`config.mk`:
```
export PLATFORM = sky130hd
export DESIGN_NAME = snake_step_gen
export DESIGN_NICKNAME = d
export VERILOG_FILES = /design/src/rtl/snake_step_gen.sv
export SDC_FILE = /design/constraint.sdc
export NUM_CORES = 1
export LEC_CHECK = 0
export BUFFER_PORTS_ARGS = -buffer_cell sky130_fd_sc_hd__buf_2
export CORE_ASPECT_RATIO = 1.25
export CORE_MARGIN = 3
export CORE_UTILIZATION = 64
export CTS_BUF_LIST = sky130_fd_sc_hd__clkbuf_16
export CTS_CLUSTER_SIZE = 10
export DETAILED_ROUTE_END_ITERATION = 7
export PLACE_DENSITY = 0.84
export RECOVER_POWER = 50
export SLEW_MARGIN = 40
export SYNTH_ARGS = -nofsm -noshare
export SYNTH_HDL_FRONTEND = slang
export SYNTH_SLANG_ARGS = --single-unit
```
`constraint.sdc`:
```
create_clock -name clk -period 4.1 [get_ports clk]
set_clock_uncertainty 0.1 [all_clocks]
set_input_delay 0.82 -clock clk [delete_from_list [all_inputs] [get_ports clk]]
set_output_delay 0.82 -clock clk [all_outputs]
set_load 0.02 [all_outputs]
```
`src/rtl/snake_step_gen.sv`:
```
// rtl/snake_step_gen.sv - snake path position generator with prescaled auto-stepping and jog
// Two-state STOP/RUN controller; step walks 0..STEPS-1 in either direction with wrap pulses.
module snake_step_gen #(
    parameter int DIV   = 25000000,
    parameter int STEPS = 20
) (
    input  logic       clk,
    input  logic       rst,
    input  logic       run,
    input  logic       dir,
    input  logic       jog,
    output logic [4:0] step,
    output logic       tick,
    output logic       wrap,
    output logic       running
);

    localparam int CW = (DIV > 1) ? $clog2(DIV) : 1;
    localparam logic [CW-1:0] CNT_LAST  = CW'(DIV - 1);
    localparam logic [4:0]    STEP_LAST = 5'(STEPS - 1);

    typedef enum logic {
        ST_STOP = 1'b0,
        ST_RUN  = 1'b1
    } state_t;

    state_t          state_q, state_d;
    logic [CW-1:0]   cnt_q, cnt_d;
    logic [4:0]      step_q, step_d;
    logic            tick_q, tick_d;
    logic            wrap_q, wrap_d;
    logic            adv;

    // Stop wins over a terminal count; jog only acts when staying in STOP.
    always_comb begin
        state_d = state_q;
        cnt_d   = '0;
        adv     = 1'b0;
        case (state_q)
            ST_STOP: begin
                if (run) begin
                    state_d = ST_RUN;
                end else if (jog) begin
                    adv = 1'b1;
                end
            end
            ST_RUN: begin
                if (!run) begin
                    state_d = ST_STOP;
                end else if (cnt_q == CNT_LAST) begin
                    adv = 1'b1;
                end else begin
                    cnt_d = cnt_q + CW'(1);
                end
            end
            default: state_d = ST_STOP;
        endcase
    end

    // Explicit end-of-path compares keep step inside 0..STEPS-1.
    always_comb begin
        step_d = step_q;
        tick_d = adv;
        wrap_d = 1'b0;
        if (adv) begin
            if (dir) begin
                if (step_q == 5'd0) begin
                    step_d = STEP_LAST;
                    wrap_d = 1'b1;
                end else begin
                    step_d = step_q - 5'd1;
                end
            end else begin
                if (step_q == STEP_LAST) begin
                    step_d = 5'd0;
                    wrap_d = 1'b1;
                end else begin
                    step_d = step_q + 5'd1;
                end
            end
        end
    end

    always_ff @(posedge clk or posedge rst) begin
        if (rst) begin
            state_q <= ST_STOP;
            cnt_q   <= '0;
            step_q  <= '0;
            tick_q  <= 1'b0;
            wrap_q  <= 1'b0;
        end else begin
            state_q <= state_d;
            cnt_q   <= cnt_d;
            step_q  <= step_d;
            tick_q  <= tick_d;
            wrap_q  <= wrap_d;
        end
    end

    assign step    = step_q;
    assign tick    = tick_q;
    assign wrap    = wrap_q;
    assign running = (state_q == ST_RUN);

endmodule

```
==> impl_metrics.csv <==
group,metric,value,unit
critical_path,setup.worst_path.start,"cnt_q[0]$_DFF_PP0_",
synthesis,yosys.area_share.simple,30.01,%
critical_path,end_kind,"flip-flop",
grt,grt.total_usage,24.41,%
timing,fin_setup_tns,0,ns
routing,ant_nets,0,
clocking,cts.htree.levels,2,
critical_path,r2r_slack,1.82,ns
clocking,cts_tree,"done",
power_and_ir_drop,power,0.9794,mW
synthesis,synth_compound_area_share,7.437,%
timing,rsz0062_at_grt,"no",
grt,grtUsageMet3,6.264,%
floorplanning,dieArea,3635,sq um
floorplanning,rows,21,
layout,fillers,192,
grt,antenna_found_initial,0,
timing,timing.final.crit_share,55.49,%
synthesis,seq_area_frac_synth,43.82,%
outcome,violations,"max-capacitance violations, max-slew violations",
clocking,cts_setup_buffers,0,
clocking,cts.sinks,33,
synthesis,synth.top_cells.by_count,"dfrtp_1 (33), nor2_1 (33), nand2_1 (16), xor2_1 (16), nand3_1 (15)",
synthesis,synth-async-reset-ratio,100.0,%
power_and_ir_drop,vdd.ir_drop.worst,360.1,uV
placed_design,place.gp.congestion,0.8215,
grt,grt_pass1_wl,6382,um
synthesis,synth_seq_cells,33,
routing,vias_per_cell,6.298,
synthesis,yosysTopAreaCell,"dfrtp_1",
routing,drtIter0Drc,55,
floorplanning,die_h,66.67,um
timing,layout_min_cycle_time,2.275,ns
timing,maxSlewViolCount,34,
grt,met2_usage,42.37,%
synthesis,synth.net_count,210,
worst_hold_path,min_path_type,"reg -> reg",
grt,grt_max_degree,34,
critical_path,worst_r2r_endpoint,"cnt_q[3]$_DFF_PP0_",
layout,layout-drive-gt1-share,10.28,%
synthesis,synth.top_cell.area_share,43.82,%
synthesis,synth_ff_type,"dfrtp_1",
critical_path,cp_max_fo,25,
placed_design,post-dp-hpwl,2676,um
critical_path,rr_worst_depth,6,
grt,busiest_layer,"met2",
synthesis,synthAdderAreaFrac,1.992,%
synthesis,synthCells,202,
floorplanning,io_pins,13,
grt,grt_overflow,0,
grt,met1_usage,25.84,%
placed_design,port_buffers,12,
synthesis,netlist_top_cells_area,"dfrtp_1 (44%), xor2_1 (7.4%), nor2_1 (6.6%), xnor2_1 (4.2%), nand3_1 (4.0%)",
placed_design,dpl_cell_area,1944,sq um
layout,final_cell_area,2074,sq um
clocking,path_clk_slew,0.05,ns
power_and_ir_drop,leakagePower,0.8867,nW
timing,setup_slack,1.825,ns
clocking,cts_resized,0,
layout,nets,222,
synthesis,synthMuxAreaShare,0.5312,%
routing,vias,1562,
power_and_ir_drop,power.density,472.1,nW/um^2
timing,final_hold_viol_count,0,
floorplanning,core,2759,sq um
floorplanning,die_w,54.53,um
timing,finalSetupViolations,0,
layout,fin_cells,248,
synthesis,synth_top_family_by_area,"simple AND/OR/NAND/NOR gates",
timing,slew_headroom,-14.07,%
clocking,cts_buffer_depth,2,
grt,grt_pass1_vias,1530,
critical_path,path_class,"reg -> reg",
clocking,hold_buffers,0,
clocking,insertion_delay,0.27,ns
routing,drc,0,
job,maxCapViolCount,1,
clocking,root_buffer,"clkbuf_16",
placed_design,post-place-ws,1.755,ns
layout,insertedDiodeCount,0,
routing,wl_per_cell,15.67,um
synthesis,synth_area,1884,sq um
routing,drt-total-wl,3885,um
synthesis,synth_edf_count,0,
synthesis,yosys_warnings,0,
critical_path,cp.arrival,2.32,ns
synthesis,syn_avg_cell_area,9.328,sq um
critical_path,start_kind,"flip-flop",
layout,area_growth,10.09,%
critical_path,rr_startpoint,"cnt_q[0]$_DFF_PP0_",
floorplanning,start_util,68.30,%
synthesis,yosys.cell_types.count,41,
outcome,status,"finished, violations left",
layout,final_util,75.19,%
placed_design,dp_cells,241,
timing,tightest_slew,1.711,ns
clocking,cts_buffers,5,
timing,fmax,0.4396,GHz
synthesis,synth_xor_area_share,11.62,%
routing,first_pass_iters,5,
timing,hold_slack,0.3939,ns
critical_path,worst-endpoint-required,4.15,ns
critical_path,setup.worst_path.end,"cnt_q[3]$_DFF_PP0_",
[cells by family after synthesis]
group           after synthesis
buf+inv                      16
compound gates               21
flops                        33
fa+ha+maj                     3
mux                           1
xor+xnor                     25
simple gates                103
[critical path, cell delays in order (launching register included)]
cell     delay (ns)
dfrtp_1        0.39
ha_1           0.24
nand4_2        0.18
or2_4          0.31
or4_4          0.57
nand3_4        0.27
nor2_1         0.10
[sequential cells by signal, summed over array words and instances (netlist names)]
register  flops
step          5
running       1
cnt_q        25
tick          1
wrap          1
[cell type report]
class	instances	area, sq um	share of cell area (%)
Tap cell	34	42.54	2.051
Sequential cell	33	825.8	39.81
Timing Repair Buffer	13	58.81	2.835
Multi-Input combinational cell	153	984.7	47.47
Clock inverter	2	7.507	0.3619
Inverter	8	30.03	1.448
Clock buffer	5	125.1	6.031
[routing by layer]
layer  up-vias  wire length [um]
met5         -                 0
met4         0                93
met2        47              2045
met3        10               172
met1       774              1574
li1        731                 -
[where the power goes]
part / leakage, nW / internal (mW) / switching, mW
registers: 0.447 / 0.351 / 0.0627
clock network: 0.0685 / 0.216 / 0.119
logic: 0.371 / 0.0897 / 0.140
total: 0.887 / 0.657 / 0.322
[how the worst min path moves through the flow]
| stage | depth (start not counted) | slack [ns] | endpoint | from |
|---|---|---|---|---|
| floorplan | 1 | 0.35 | cnt_q[0]$_DFF_PP0_ | cnt_q[0]$_DFF_PP0_ |
| global placement | 1 | 0.38 | cnt_q[0]$_DFF_PP0_ | cnt_q[0]$_DFF_PP0_ |
| detailed placement | 1 | 0.39 | cnt_q[0]$_DFF_PP0_ | cnt_q[0]$_DFF_PP0_ |
| CTS | 1 | 0.40 | cnt_q[0]$_DFF_PP0_ | cnt_q[0]$_DFF_PP0_ |
| global route | 1 | 0.42 | cnt_q[0]$_DFF_PP0_ | cnt_q[0]$_DFF_PP0_ |
| finish | 1 | 0.39 | cnt_q[0]$_DFF_PP0_ | cnt_q[0]$_DFF_PP0_ |
[cell usage in the layout, fill, tap and decap left out, types with 2 or more instances in the layout]
cell       count
xor2_1        16
a21oi_1        5
ha_1           3
o22ai_1        2
o21ai_0        5
nand4_1        9
nor4_2         2
and3_1         6
nand3_1       15
nand2_1       16
nand2b_1       2
inv_1          9
dfrtp_1       33
or4_4          2
clkbuf_1       5
nor4bb_1       2
nor2b_1        2
and4_1         2
nor2_1        33
buf_2          8
a221o_1        2
xnor2_1        9
nor4_1         3
clkbuf_16      5
No activity file was read; power rests on OpenSTA's default activity.
